==> src/rtl/video_timing_pkg.sv <==
// Shared constants for the raster timing generator: default 640x480@60 mode
// and the helper that sums porch/sync/active spans into a line or frame total.
package video_timing_pkg;

  localparam int   H_ACTIVE_640 = 640;
  localparam int   H_FP_640     = 16;
  localparam int   H_SYNC_640   = 96;
  localparam int   H_BP_640     = 48;
  localparam int   V_ACTIVE_640 = 480;
  localparam int   V_FP_640     = 10;
  localparam int   V_SYNC_640   = 2;
  localparam int   V_BP_640     = 33;
  localparam logic HS_POL_640   = 1'b0;
  localparam logic VS_POL_640   = 1'b0;
  localparam int   CW_640       = 12;

  function automatic int total(input int act, input int fp, input int sync, input int bp);
    return act + fp + sync + bp;
  endfunction

endpackage

==> src/rtl/mod_counter.sv <==
// Modulo-N up counter with synchronous clear and advance enable; wrap flags the
// terminal count so a cascaded counter can advance on the same edge.
module mod_counter #(
  parameter int CW      = 12,
  parameter int MODULUS = 800
) (
  input  logic          clk,
  input  logic          clr,
  input  logic          en,
  output logic [CW-1:0] count,
  output logic          wrap
);

  localparam logic [CW-1:0] LAST = CW'(MODULUS - 1);

  assign wrap = (count == LAST);

  // NOTE: state registers use non-blocking assignment so every flop samples
  // pre-edge values; blocking here would create order-dependent races.
  always_ff @(posedge clk) begin
    if (clr) begin
      count <= '0;
    end else if (en) begin
      count <= wrap ? '0 : count + 1'b1;
    end
  end

endmodule

==> src/rtl/video_timing_gen.sv <==
// Raster timing generator: cascaded h/v counters, region decode and a single
// aligned output register stage. Held clear while the clock stage is unlocked.
module video_timing_gen
  import video_timing_pkg::*;
#(
  parameter int   H_ACTIVE = H_ACTIVE_640,
  parameter int   H_FP     = H_FP_640,
  parameter int   H_SYNC   = H_SYNC_640,
  parameter int   H_BP     = H_BP_640,
  parameter int   V_ACTIVE = V_ACTIVE_640,
  parameter int   V_FP     = V_FP_640,
  parameter int   V_SYNC   = V_SYNC_640,
  parameter int   V_BP     = V_BP_640,
  parameter logic HS_POL   = HS_POL_640,
  parameter logic VS_POL   = VS_POL_640,
  parameter int   CW       = CW_640
) (
  input  logic          clkin,
  input  logic          reset,
  input  logic          locked,
  input  logic          pix_en,
  output logic          hsync,
  output logic          vsync,
  output logic          active,
  output logic [CW-1:0] x,
  output logic [CW-1:0] y,
  output logic          line_start,
  output logic          frame_start
);

  localparam int H_TOTAL = total(H_ACTIVE, H_FP, H_SYNC, H_BP);
  localparam int V_TOTAL = total(V_ACTIVE, V_FP, V_SYNC, V_BP);

  if (H_ACTIVE == 0 || H_FP == 0 || H_SYNC == 0 || H_BP == 0 ||
      V_ACTIVE == 0 || V_FP == 0 || V_SYNC == 0 || V_BP == 0 ||
      CW <= 0 || CW > 30 || H_TOTAL >= (1 << CW) || V_TOTAL >= (1 << CW)) begin : g_bad_params
    $error("video_timing_gen: zero timing parameter or total does not fit in CW bits");
  end

  localparam logic [CW-1:0] H_ACT_C = CW'(H_ACTIVE);
  localparam logic [CW-1:0] HS_BEG  = CW'(H_ACTIVE + H_FP);
  localparam logic [CW-1:0] HS_END  = CW'(H_ACTIVE + H_FP + H_SYNC);
  localparam logic [CW-1:0] V_ACT_C = CW'(V_ACTIVE);
  localparam logic [CW-1:0] VS_BEG  = CW'(V_ACTIVE + V_FP);
  localparam logic [CW-1:0] VS_END  = CW'(V_ACTIVE + V_FP + V_SYNC);

  logic          clr;
  logic [CW-1:0] hcount, vcount;
  logic          h_wrap, v_wrap_unused;
  logic          vis, hs_on, vs_on;

  // Loss of lock is treated exactly like reset so a relock always starts a fresh frame.
  assign clr = reset | ~locked;

  mod_counter #(.CW(CW), .MODULUS(H_TOTAL)) u_hcount (
    .clk   (clkin),
    .clr   (clr),
    .en    (pix_en),
    .count (hcount),
    .wrap  (h_wrap)
  );

  mod_counter #(.CW(CW), .MODULUS(V_TOTAL)) u_vcount (
    .clk   (clkin),
    .clr   (clr),
    .en    (pix_en & h_wrap),
    .count (vcount),
    .wrap  (v_wrap_unused)
  );

  assign vis   = (hcount < H_ACT_C) && (vcount < V_ACT_C);
  assign hs_on = (hcount >= HS_BEG) && (hcount < HS_END);
  assign vs_on = (vcount >= VS_BEG) && (vcount < VS_END);

  // Outputs register the decode of the pre-advance counter value, so they trail
  // the counters by one enabled edge and stay mutually aligned.
  always_ff @(posedge clkin) begin
    if (clr) begin
      hsync       <= ~HS_POL;
      vsync       <= ~VS_POL;
      active      <= 1'b0;
      x           <= '0;
      y           <= '0;
      line_start  <= 1'b0;
      frame_start <= 1'b0;
    end else if (pix_en) begin
      hsync       <= hs_on ? HS_POL : ~HS_POL;
      vsync       <= vs_on ? VS_POL : ~VS_POL;
      active      <= vis;
      x           <= vis ? hcount : '0;
      y           <= vis ? vcount : '0;
      line_start  <= (hcount == '0);
      frame_start <= (hcount == '0) && (vcount == '0);
    end
  end

endmodule

==> config.mk <==
export PLATFORM = sky130hd
export DESIGN_NAME = video_timing_gen
export DESIGN_NICKNAME = d
export VERILOG_FILES = /design/src/rtl/video_timing_pkg.sv /design/src/rtl/mod_counter.sv /design/src/rtl/video_timing_gen.sv
export SDC_FILE = /design/constraint.sdc
export NUM_CORES = 1
export LEC_CHECK = 0
export ABC_CLOCK_PERIOD_IN_PS = 2150
export CAP_MARGIN = 20
export CORE_MARGIN = 2
export CORE_UTILIZATION = 53
export CTS_CLUSTER_SIZE = 40
export DETAILED_ROUTE_END_ITERATION = 6
export PLACE_DENSITY = 0.82
export SYNTH_ARGS = -nofsm -noshare
export SYNTH_HDL_FRONTEND = slang
export SYNTH_SLANG_ARGS = --single-unit
==> constraint.sdc <==
create_clock -name clkin -period 2.15 [get_ports clkin]
set_input_delay 0.3225 -clock clkin [delete_from_list [all_inputs] [get_ports clkin]]
set_output_delay 0.3225 -clock clkin [all_outputs]
set_load 0.05 [all_outputs]
==> metrics.txt <==
# TYPE chip_impl_metric gauge
chip_impl_info{name="netlist_top_cells_area",value="sky130_fd_sc_hd__dfxtp_1 47%, sky130_fd_sc_hd__a22o_1 7.0%, sky130_fd_sc_hd__nand4_1 3.6%"} 1
chip_impl_metric{name="synth-warning-count",unit=""} 0
chip_impl_metric{name="cts.repair.resized",unit=""} 0
chip_impl_metric{name="report.final.setup_viol",unit=""} 0
chip_impl_info{name="synthFlopType",value="sky130_fd_sc_hd__dfxtp_1"} 1
chip_impl_info{name="post-synth-top-area-cell",value="sky130_fd_sc_hd__dfxtp_1"} 1
chip_impl_metric{name="post_cts_hold_fix_bufs",unit=""} 0
chip_impl_metric{name="max_cap_viol",unit=""} 0
chip_impl_metric{name="worst_r2r_path_depth",unit=""} 6
chip_impl_info{name="hold_end",value="y[11]"} 1
chip_impl_metric{name="antenna_found_initial",unit=""} 0
chip_impl_metric{name="count_of_endpoints_failing_hold_in_the_final_timing_report",unit=""} 0
chip_impl_metric{name="cts.sinks",unit=""} 53
chip_impl_info{name="run_status",value="finished clean"} 1
chip_impl_metric{name="maxSlewViolCount",unit=""} 0
chip_impl_metric{name="timing.reg2reg.setup_slack",unit="ps"} 160
chip_impl_metric{name="fp.dieH",unit="um"} 69.0
chip_impl_metric{name="netlist.area_leader.share",unit="%"} 47.3
chip_impl_metric{name="gp_routability_congestion",unit=""} 0.853
chip_impl_metric{name="port_buffer_count",unit=""} 32
chip_impl_info{name="grt_setup_unrepaired",value="false"} 1
chip_impl_metric{name="synth.cell_area",unit="sq um"} 2240
chip_impl_metric{name="layout.filler_cells",unit=""} 321
chip_impl_metric{name="dp_worst_setup_slack",unit="ps"} 16.3
chip_impl_metric{name="cellLeakagePower",unit="nW"} 0.957
chip_impl_metric{name="share_of_cells_above_drive_strength_1",unit="%"} 7.27
chip_impl_metric{name="hold-worst-slack",unit="ps"} 465
chip_impl_metric{name="globalRoute.totalOverflow",unit=""} 0
chip_impl_metric{name="biggest_fanout_along_the_worst_timing_path",unit=""} 20
chip_impl_metric{name="critPathArrivalTime",unit="ps"} 2230
chip_impl_metric{name="route.detailed.drc",unit=""} 0
chip_impl_metric{name="finalWorstSetupSlack",unit="ps"} 158
chip_impl_metric{name="grt_util_met2",unit="%"} 28.6
chip_impl_metric{name="pin_count_of_the_biggest_net_entering_global_routing",unit=""} 24
chip_impl_metric{name="design.final.nets",unit=""} 282
chip_impl_metric{name="post-cts-setup-buffer-count",unit=""} 0
chip_impl_metric{name="core.rowCount",unit=""} 23
chip_impl_metric{name="maxClockFrequency",unit="MHz"} 502
chip_impl_metric{name="drtAntennaViolNets",unit=""} 0
chip_impl_info{name="mostFrequentLayoutCell",value="sky130_fd_sc_hd__dfxtp_1"} 1
chip_impl_info{name="grt_peak_use_layer",value="met1"} 1
chip_impl_metric{name="post-route-period-util",unit="%"} 92.6
chip_impl_metric{name="grt_usage",unit="%"} 20.8
chip_impl_info{name="layout_common_cells",value="53 x sky130_fd_sc_hd__dfxtp_1, 32 x sky130_fd_sc_hd__clkdlybuf4s50_1, 20 x sky130_fd_sc_hd__nor2_1, 18 x sky130_fd_sc_hd__a22o_1, 15 x sky130_fd_sc_hd__a21oi_1"} 1
chip_impl_info{name="min-delay-start",value="y[11]"} 1
chip_impl_metric{name="report.power.total",unit="mW"} 1.77
chip_impl_metric{name="clkTransAtPathRegs",unit="ps"} 90
chip_impl_metric{name="detailed_route_via_count",unit=""} 1871
chip_impl_metric{name="start_util",unit="%"} 55.7
chip_impl_metric{name="synth-seq-area-share",unit="%"} 47.3
chip_impl_metric{name="htreeDepth",unit=""} 2
chip_impl_metric{name="routed_length_per_instance",unit="um"} 14.8
chip_impl_metric{name="final.min_clock_period",unit="ps"} 1990
chip_impl_metric{name="num_antenna_cells",unit=""} 0
chip_impl_metric{name="die-area",unit="sq um"} 4770
chip_impl_metric{name="ys_seq_elements",unit=""} 53
chip_impl_metric{name="synthDistinctLibCells",unit=""} 35
chip_impl_info{name="worst_r2r_startpoint",value="u_hcount.count[0]"} 1
chip_impl_metric{name="worst_ep_required_time",unit="ps"} 2390
chip_impl_metric{name="numCtsBuffers",unit=""} 5
chip_impl_metric{name="routed_wl",unit="um"} 4810
chip_impl_metric{name="flow.area_growth_from_synthesis",unit="%"} 22.8
chip_impl_metric{name="fp.coreArea",unit="sq um"} 4030
chip_impl_metric{name="max-slew-margin-rel",unit="%"} 65.9
chip_impl_metric{name="top_level_ports",unit=""} 33
chip_impl_metric{name="fin_setup_tns",unit="ps"} 0
chip_impl_info{name="tritoncts_clock_tree",value="done"} 1
chip_impl_metric{name="min_path_cells",unit=""} 1
chip_impl_metric{name="detailedPlacementHpwl",unit="um"} 3300
chip_impl_info{name="end_kind",value="flop"} 1
chip_impl_info{name="cts_root_buffer",value="sky130_fd_sc_hd__clkbuf_8"} 1
chip_impl_info{name="start_kind",value="flop"} 1
chip_impl_metric{name="clock_latency_reported_for_the_late_side_of_the_worst_skew_pair",unit="ps"} 310
chip_impl_metric{name="synth_async_sr_flop_share",unit="%"} 0
chip_impl_metric{name="detailed_router_iteration_count_before_antenna_repair",unit=""} 4
chip_impl_metric{name="synthCells",unit=""} 241
chip_impl_info{name="hold_path.class",value="reg2reg"} 1
chip_impl_info{name="timing.setup.critical_path_class",value="reg2reg"} 1
chip_impl_metric{name="first_global_vias",unit=""} 1622
chip_impl_metric{name="synth_fp_nets",unit=""} 249
chip_impl_metric{name="vias_per_cell",unit=""} 5.76
chip_impl_info{name="worstReg2RegEnd",value="u_vcount.count[6]"} 1
chip_impl_metric{name="power.ir.vdd_worst",unit="mV"} 0.375
chip_impl_metric{name="power.density",unit="nW/um^2"} 643
chip_impl_metric{name="drt_first_iter_violations",unit=""} 111
chip_impl_metric{name="ctsLongestPathBuffers",unit=""} 2
chip_impl_metric{name="first_pass_grt_wire_length",unit="um"} 8020
chip_impl_metric{name="avgSynthCellArea",unit="sq um"} 9.30
chip_impl_metric{name="met1_track_demand_over_resource",unit="%"} 30.6
chip_impl_metric{name="grtUsageMet3",unit="%"} 5.70
chip_impl_metric{name="final.setup_skew",unit="ps"} 2.57
chip_impl_metric{name="worst_slew_pin_slew",unit="ps"} 510
chip_impl_metric{name="synth-edff-count",unit=""} 0
chip_impl_metric{name="dieWidth",unit="um"} 69.0
## kinds of logic after synthesis
logic type / share of synthesized area (%)
and+or+nand+nor: 26.7
DFF: 47.3
AOI/OAI and AO/OA: 14.4
buffers and inverters: 4.58
xor gates and xnor gates: 4.30
adders and majority gates: 2.23
muxes: 0.446
## layer usage
metal  part of all wire (%)  up-vias
li1                       -      942
met1                     49      854
met2                     43       66
met3                    6.4        9
met4                    1.7        0
met5                      0        -
## cell type report
| class | count | area [sq um] | area share, % |
|---|---|---|---|
| multi-input cells | 165 | 1080 | 39.2 |
| well taps | 50 | 62.6 | 2.27 |
| flip-flops and latches | 53 | 1060 | 38.5 |
| clock buffers | 6 | 82.6 | 3.00 |
| clock inverters | 2 | 37.5 | 1.36 |
| repair buffers | 41 | 400 | 14.5 |
| inverters | 8 | 30.0 | 1.09 |
## synthesized netlist by cell type, types with 5 or more instances
cell type	number
sky130_fd_sc_hd__o31ai_1	6
sky130_fd_sc_hd__xor2_1	6
sky130_fd_sc_hd__a22o_1	18
sky130_fd_sc_hd__xnor2_1	5
sky130_fd_sc_hd__a21oi_1	15
sky130_fd_sc_hd__clkbuf_1	9
sky130_fd_sc_hd__nand2_1	14
sky130_fd_sc_hd__and2_1	9
sky130_fd_sc_hd__nand3_1	9
sky130_fd_sc_hd__nand2b_1	5
sky130_fd_sc_hd__dfxtp_1	53
sky130_fd_sc_hd__or4_1	7
sky130_fd_sc_hd__nor2_1	20
sky130_fd_sc_hd__inv_1	8
sky130_fd_sc_hd__nand4_1	13
## worst max-delay path by stage
stage | from | to | cells after the start
after floorplan | u_hcount.count[0] | u_vcount.count[5] | 6
after global placement | pix_en | u_vcount.count[7] | 6
after detailed placement | pix_en | u_vcount.count[6] | 6
after CTS | u_hcount.count[0] | u_vcount.count[6] | 6
after global routing | u_hcount.count[0] | u_vcount.count[6] | 6
final | u_hcount.count[0] | u_vcount.count[6] | 6
## per-stage QoR
step / instances / util, % / cell area [sq um]
after detailed placement: 317 / 65.3 / 2630
after global placement: 317 / 65.3 / 2630
after floorplan: 241 / - / 2240
final: 325 / 68.3 / 2750
after global routing: 325 / 68.3 / 2750
after CTS: 325 / 68.3 / 2750
## power breakdown
part           switching [mW]  internal [mW]  leakage [nW]
Clock                   0.328          0.379        0.0574
Combinational          0.0455         0.0277         0.472
Sequential            0.00355          0.985         0.427
Total                   0.377           1.39         0.957
## worst max-delay path, stage by stage, from the launching register on
cell	delay (ps)
sky130_fd_sc_hd__dfxtp_1	430
sky130_fd_sc_hd__ha_1	230
sky130_fd_sc_hd__and4_1	280
sky130_fd_sc_hd__nand4_1	90
sky130_fd_sc_hd__buf_4	210
sky130_fd_sc_hd__or4_1	520
sky130_fd_sc_hd__a21oi_1	160
## sequential cells by signal (all words and copies together) (netlist names)
signal and cells:
active 1, x 12, line_start 1, y 12
u_vcount.count 12, vsync 1, u_hcount.count 12, hsync 1
frame_start 1
No activity file was read; power rests on OpenSTA's default activity.
